===== src/rtl/lc3_wb_pkg.sv =====
// Shared types, condition-code constants and the PSR helper for the LC-3 writeback stage.
// Build option: LC3_WB_WRITE_THROUGH_EN (read-port write-through, lives in the regfile).
package lc3_wb_pkg;

  typedef enum logic [1:0] {
    W_ALU = 2'd0,
    W_MEM = 2'd1,
    W_PC  = 2'd2,
    W_NPC = 2'd3
  } w_sel_t;

  localparam logic [2:0] PSR_N   = 3'b100;
  localparam logic [2:0] PSR_Z   = 3'b010;
  localparam logic [2:0] PSR_P   = 3'b001;
  localparam logic [2:0] PSR_RST = 3'b000;

  // Condition code of a committed value: sign wins, then zero, else positive.
  function automatic logic [2:0] psr_of(input logic [15:0] v);
    logic [2:0] cc;
    if (v[15]) begin
      cc = PSR_N;
    end else if (v == 16'h0000) begin
      cc = PSR_Z;
    end else begin
      cc = PSR_P;
    end
    return cc;
  endfunction

endpackage


===== src/rtl/lc3_regfile_8x16.sv =====
// Architectural register file: one synchronous write port, two combinational read ports.
// Build option: LC3_WB_WRITE_THROUGH_EN forwards the same-cycle write value to colliding reads.
module lc3_regfile_8x16 #(
  parameter int DATA_W   = 16,
  parameter int NUM_REGS = 8,
  parameter int AW       = $clog2(NUM_REGS)
) (
  input  logic              clock,
  input  logic              reset,
  input  logic              we,
  input  logic [AW-1:0]     wa,
  input  logic [DATA_W-1:0] wd,
  input  logic [AW-1:0]     ra1,
  input  logic [AW-1:0]     ra2,
  output logic [DATA_W-1:0] rd1,
  output logic [DATA_W-1:0] rd2
);

  logic [DATA_W-1:0] mem_r [NUM_REGS];

  // Storage: async clear of every register, single write port otherwise.
  always_ff @(posedge clock or negedge reset) begin
    if (!reset) begin
      for (int i = 0; i < NUM_REGS; i++) begin
        mem_r[i] <= '0;
      end
    end else if (we) begin
      mem_r[wa] <= wd;
    end else begin
      mem_r[wa] <= mem_r[wa];
    end
  end

  // Read ports; with write-through the pending write bypasses storage on an address match.
  always_comb begin
    rd1 = mem_r[ra1];
    rd2 = mem_r[ra2];
`ifdef LC3_WB_WRITE_THROUGH_EN
    if (we && (wa == ra1)) begin
      rd1 = wd;
    end else begin
      rd1 = mem_r[ra1];
    end
    if (we && (wa == ra2)) begin
      rd2 = wd;
    end else begin
      rd2 = mem_r[ra2];
    end
`endif
  end

endmodule


===== src/rtl/lc3_writeback.sv =====
// LC-3 writeback stage: result select, PSR condition-code register and register file.
// Build option: LC3_WB_WRITE_THROUGH_EN enables zero-latency forwarding on d1/d2.
module lc3_writeback
  import lc3_wb_pkg::*;
#(
  parameter int DATA_W   = 16,
  parameter int NUM_REGS = 8
) (
  input  logic                        clock,
  input  logic                        reset,
  input  logic                        enable_writeback,
  input  logic [1:0]                  W_Control,
  input  logic [DATA_W-1:0]           aluout,
  input  logic [DATA_W-1:0]           memout,
  input  logic [DATA_W-1:0]           pcout,
  input  logic [DATA_W-1:0]           npc,
  input  logic [$clog2(NUM_REGS)-1:0] dr,
  input  logic [$clog2(NUM_REGS)-1:0] sr1,
  input  logic [$clog2(NUM_REGS)-1:0] sr2,
  output logic [DATA_W-1:0]           d1,
  output logic [DATA_W-1:0]           d2,
  output logic [2:0]                  psr
);

  localparam int AW = $clog2(NUM_REGS);

  logic [DATA_W-1:0] wval_s;
  logic [2:0]        psr_r;

  // Result select feeding both the register file and the condition codes.
  always_comb begin
    wval_s = aluout;
    case (w_sel_t'(W_Control))
      W_ALU:   wval_s = aluout;
      W_MEM:   wval_s = memout;
      W_PC:    wval_s = pcout;
      W_NPC:   wval_s = npc;
      default: wval_s = aluout;
    endcase
  end

  // Condition codes follow every committed value and hold otherwise.
  always_ff @(posedge clock or negedge reset) begin
    if (!reset) begin
      psr_r <= PSR_RST;
    end else if (enable_writeback) begin
      psr_r <= psr_of(wval_s);
    end else begin
      psr_r <= psr_r;
    end
  end

  assign psr = psr_r;

  lc3_regfile_8x16 #(
    .DATA_W   (DATA_W),
    .NUM_REGS (NUM_REGS),
    .AW       (AW)
  ) u_regfile (
    .clock (clock),
    .reset (reset),
    .we    (enable_writeback),
    .wa    (dr),
    .wd    (wval_s),
    .ra1   (sr1),
    .ra2   (sr2),
    .rd1   (d1),
    .rd2   (d2)
  );

endmodule


===== config.mk =====
export PLATFORM = sky130hd
export DESIGN_NAME = lc3_writeback
export DESIGN_NICKNAME = d
export VERILOG_FILES = /design/src/rtl/lc3_wb_pkg.sv /design/src/rtl/lc3_regfile_8x16.sv /design/src/rtl/lc3_writeback.sv
export SDC_FILE = /design/constraint.sdc
export NUM_CORES = 1
export LEC_CHECK = 0
export BUFFER_PORTS_ARGS = -buffer_cell sky130_fd_sc_hd__buf_2
export CAP_MARGIN = 30
export CORE_MARGIN = 5
export CORE_UTILIZATION = 38
export DETAILED_ROUTE_END_ITERATION = 16
export PLACE_DENSITY_LB_ADDON = 0.12
export SLEW_MARGIN = 0
export SYNTH_ARGS = -nofsm -noshare
export SYNTH_HDL_FRONTEND = slang
export SYNTH_SLANG_ARGS = --single-unit

===== constraint.sdc =====
create_clock -name clock -period 3.76 [get_ports clock]
set_input_delay 0.752 -clock clock [delete_from_list [all_inputs] [get_ports clock]]
set_output_delay 0.752 -clock clock [all_outputs]
set_load 0.01 [all_outputs]

==> results.json <==
{
  "finish.net_count": 897,
  "post_place_instance_area_um2": 9040,
  "post_cts_hold_buffer_count": 0,
  "hold_path_class": "input port to asynchronous set/reset pin",
  "ff_latch_area_um2": 3280,
  "power_density_nw_per_um2": 559,
  "portBuffers": 112,
  "critical_path.most_common_cell": "sky130_fd_sc_hd__buf_2",
  "crit_family": "multiplexers",
  "synthesis.nets": 804,
  "ys_top_cells_by_area": "sky130_fd_sc_hd__dfrtp_1, sky130_fd_sc_hd__mux4_2, sky130_fd_sc_hd__o21ai_1",
  "sum_of_buffers_and_inverters_on_the_critical_path": 3,
  "timing.critical_path.from": "sr2[0]",
  "clock_path_buffers": 2,
  "root_buffer_master": "sky130_fd_sc_hd__clkbuf_16",
  "cts_resized": 0,
  "cpPeakStageDelay_ns": 0.55,
  "dp_slack_ns": 0.847,
  "flow.area_growth_from_synthesis_pct": 20.0,
  "timing_hold_violations_final": 0,
  "die_area_um2": 24500,
  "numClockSinks": 131,
  "coreArea_um2": 21100,
  "synthesis.area_per_instance_um2": 11.2,
  "final_layout_size_suffix_gt1_frac": 0.388,
  "multi_input_area_um2": 4540,
  "setup.worst_path.end_class": "output pin",
  "maxClockFrequency_mhz": 344,
  "synth_warnings": 0,
  "finalWorstSetupSlack_ns": 0.850,
  "unrepaired_setup_endpoints_after_global_routing": "false",
  "internal-power_w": 0.00388,
  "worst_clock_skew_ns": 0.00549,
  "worstSkewPairLatency_ns": 0.42,
  "design.portCount": 113,
  "first_global_vias": 6969,
  "drt-vias-per-instance": 6.01,
  "gp_congestion": 0.844,
  "first_pass_grt_wire_length_mm": 41.8,
  "antenna_cells_inserted": 0,
  "global_route.usage.total": 0.225,
  "total_switching_power_w": 0.00159,
  "startpoint_class_of_the_critical_path": "input port",
  "yosys.area.top_type": "sky130_fd_sc_hd__dfrtp_1",
  "chipWidth_um": 157,
  "final_cell_area_um2": 9790,
  "clk_transition_reported_paths_ns": 0.06,
  "max_slew_margin": 0.486,
  "drc": 0,
  "cap_viol_max_count": 0,
  "route.final.wire_length_mm": 26.3,
  "cts_htree_levels": 4,
  "slew_violations": 0,
  "ant_nets": 0,
  "synth_cell_type_count": 41,
  "timing.critical_path.fanout_max": 32,
  "fill_cells": 1939,
  "finalWorstPathRequiredPeriod_ns": 2.91,
  "path_cells": "buf_2 -> buf_12 -> mux4_2 -> mux2_2 -> buf_2",
  "p_clk_frac": 0.389,
  "synthesis.instances": 726,
  "routed-via-count": 6651,
  "tritoncts": "built",
  "placementRows": 53,
  "required_time_at_the_endpoint_of_the_critical_path_ns": 3.01,
  "final.setup.tns_ns": 0,
  "netlist.area_leader.share": 0.402,
  "max-vdd-ir-drop_mv": 0.270,
  "drt_first_iter_violations": 535,
  "worst_slew_pin_tran_ns": 0.770,
  "grt_remaining_overflow": 0,
  "proportion_of_register_bits_with_asynchronous_set_or_reset_after_synthesis": 1.00,
  "largest_net_degree_at_the_start_of_global_routing": 82,
  "final_core_util": 0.464,
  "cts_setup_buffers": 0,
  "dp_hpwl_mm": 17.4,
  "ys_seq_elements": 131,
  "timing.rr.start": "u_regfile.mem_r[3]$_DFFE_PN0P_",
  "dr.pass1.iters": 5,
  "worst_setup_path_class": "input port to output pin",
  "floorplan.initialDensity": 0.387,
  "synth.cell_area_um2": 8160,
  "ys.flop_type": "sky130_fd_sc_hd__dfrtp_1",
  "total_leakage_power_nw": 4.20,
  "sequentialPowerShare": 0.366,
  "synth-edff-count": 0,
  "antenna_found_initial": 0,
  "layout_worst_path_cycle_share": 0.774,
  "power_switching_share": 0.291,
  "tritoncts_buffer_count": 17,
  "cp.arrival_ns": 2.16,
  "setup_viol_count_final": 0,
  "wire_length_per_cell_after_detailed_routing_um": 23.8,
  "yosysSeqAreaShare": 0.402,
  "crit_path_top_delay_cell": "sky130_fd_sc_hd__mux4_2",
  "power.combinational.fraction": 0.245,
  "run_status": "finished, final reports clean",
  "die_y_um": 157
}
==> cells by family after synthesis <==
family	share of synthesized area
AOI/OAI and AO/OA	0.154
and+or+nand+nor	0.0873
muxes	0.316
DFF	0.402
buffers and inverters	0.0417
==> cell usage in the layout, fill, tap and decap left out, drive strengths merged, types with 9 or more instances in the layout <==
cell type	instances
a221oi	25
a22oi	9
buf	143
bufinv	9
clkbuf	19
dfrtp	131
mux2	58
mux4	83
nand2	144
nand3	9
o21ai	149
==> power by group through the flow <==
stage / clock [W] / combinational [W] / sequential (W)
final: 0.00213 / 0.00134 / 0.00200
after CTS: 0.00216 / 0.00136 / 0.00200
after detailed placement: 0 / 0.00136 / 0.00202
after global routing: 0.00221 / 0.00149 / 0.00205
after global placement: 0 / 0.00133 / 0.00200
after floorplan: 0 / 0.000975 / 0.00191
==> cell type report <==
class / instances / area share
clock buffers: 19 / 0.0462
repair buffers: 143 / 0.0876
well taps: 275 / 0.0351
flip-flops and latches: 131 / 0.335
inverters: 5 / 0.00192
multi-input cells: 521 / 0.464
clock inverters: 13 / 0.0308
==> registers in the layout, indices dropped and copies added, names as in the netlist <==
register / flops
psr: 3
u_regfile.mem_r: 128
==> worst paths after layout <==
path                                                        end  slack, ns  cells after the start
min in group clock                           psr[1]$_DFFE_PN0P_       0.52                      1
max in group asynchronous       u_regfile.mem_r[73]$_DFFE_PN0P_       2.51                      2
worst min register to register               psr[1]$_DFFE_PN0P_       0.52                      1
worst max-delay path                                     d2[15]       0.85                      5
worst min-delay path                         psr[0]$_DFFE_PN0P_       0.36                      1
worst max register to register  u_regfile.mem_r[51]$_DFFE_PN0P_       2.01                      5
==> worst reg2reg max path, cell delays in order (launching register included) <==
cell                        delay [ns]
sky130_fd_sc_hd__dfrtp_1          0.42
sky130_fd_sc_hd__mux4_2           0.47
sky130_fd_sc_hd__nand2_1          0.08
sky130_fd_sc_hd__o2111ai_1        0.12
sky130_fd_sc_hd__o21ai_1          0.38
sky130_fd_sc_hd__o21ai_1          0.14
==> metal layers <==
metal	routed length, um	part of all wire	vias to the layer above	GRT usage
met5	0	0	-	0
met4	462	0.018	0	0.0674
met3	1570	0.060	30	0.0412
met2	12700	0.48	272	0.362
met1	11600	0.44	3371	0.315
li1	-	-	2978	-
==> Yosys cell counts, types with 4 or more instances <==
cell / n
sky130_fd_sc_hd__nor2b_1: 5
sky130_fd_sc_hd__mux4_2: 77
sky130_fd_sc_hd__mux2_2: 54
sky130_fd_sc_hd__o21ai_1: 140
sky130_fd_sc_hd__clkbuf_1: 42
sky130_fd_sc_hd__o21ai_2: 8
sky130_fd_sc_hd__mux4_1: 6
sky130_fd_sc_hd__a221oi_1: 25
sky130_fd_sc_hd__a21oi_1: 5
sky130_fd_sc_hd__dfrtp_1: 131
sky130_fd_sc_hd__buf_2: 20
sky130_fd_sc_hd__nand3_1: 9
sky130_fd_sc_hd__mux2_1: 4
sky130_fd_sc_hd__nand2_1: 144
sky130_fd_sc_hd__o221ai_1: 4
sky130_fd_sc_hd__a22oi_1: 9
==> metrics by stage <==
step                      total power, W  std cells  hold slack (ns)
final                            0.00548       1107            0.364
after global routing             0.00575       1107            0.427
after CTS                        0.00552       1107            0.387
after detailed placement         0.00338       1075            0.501
after global placement           0.00332       1075            0.487
after floorplan                  0.00288        726            0.456
No activity file was read; power rests on OpenSTA's default activity.
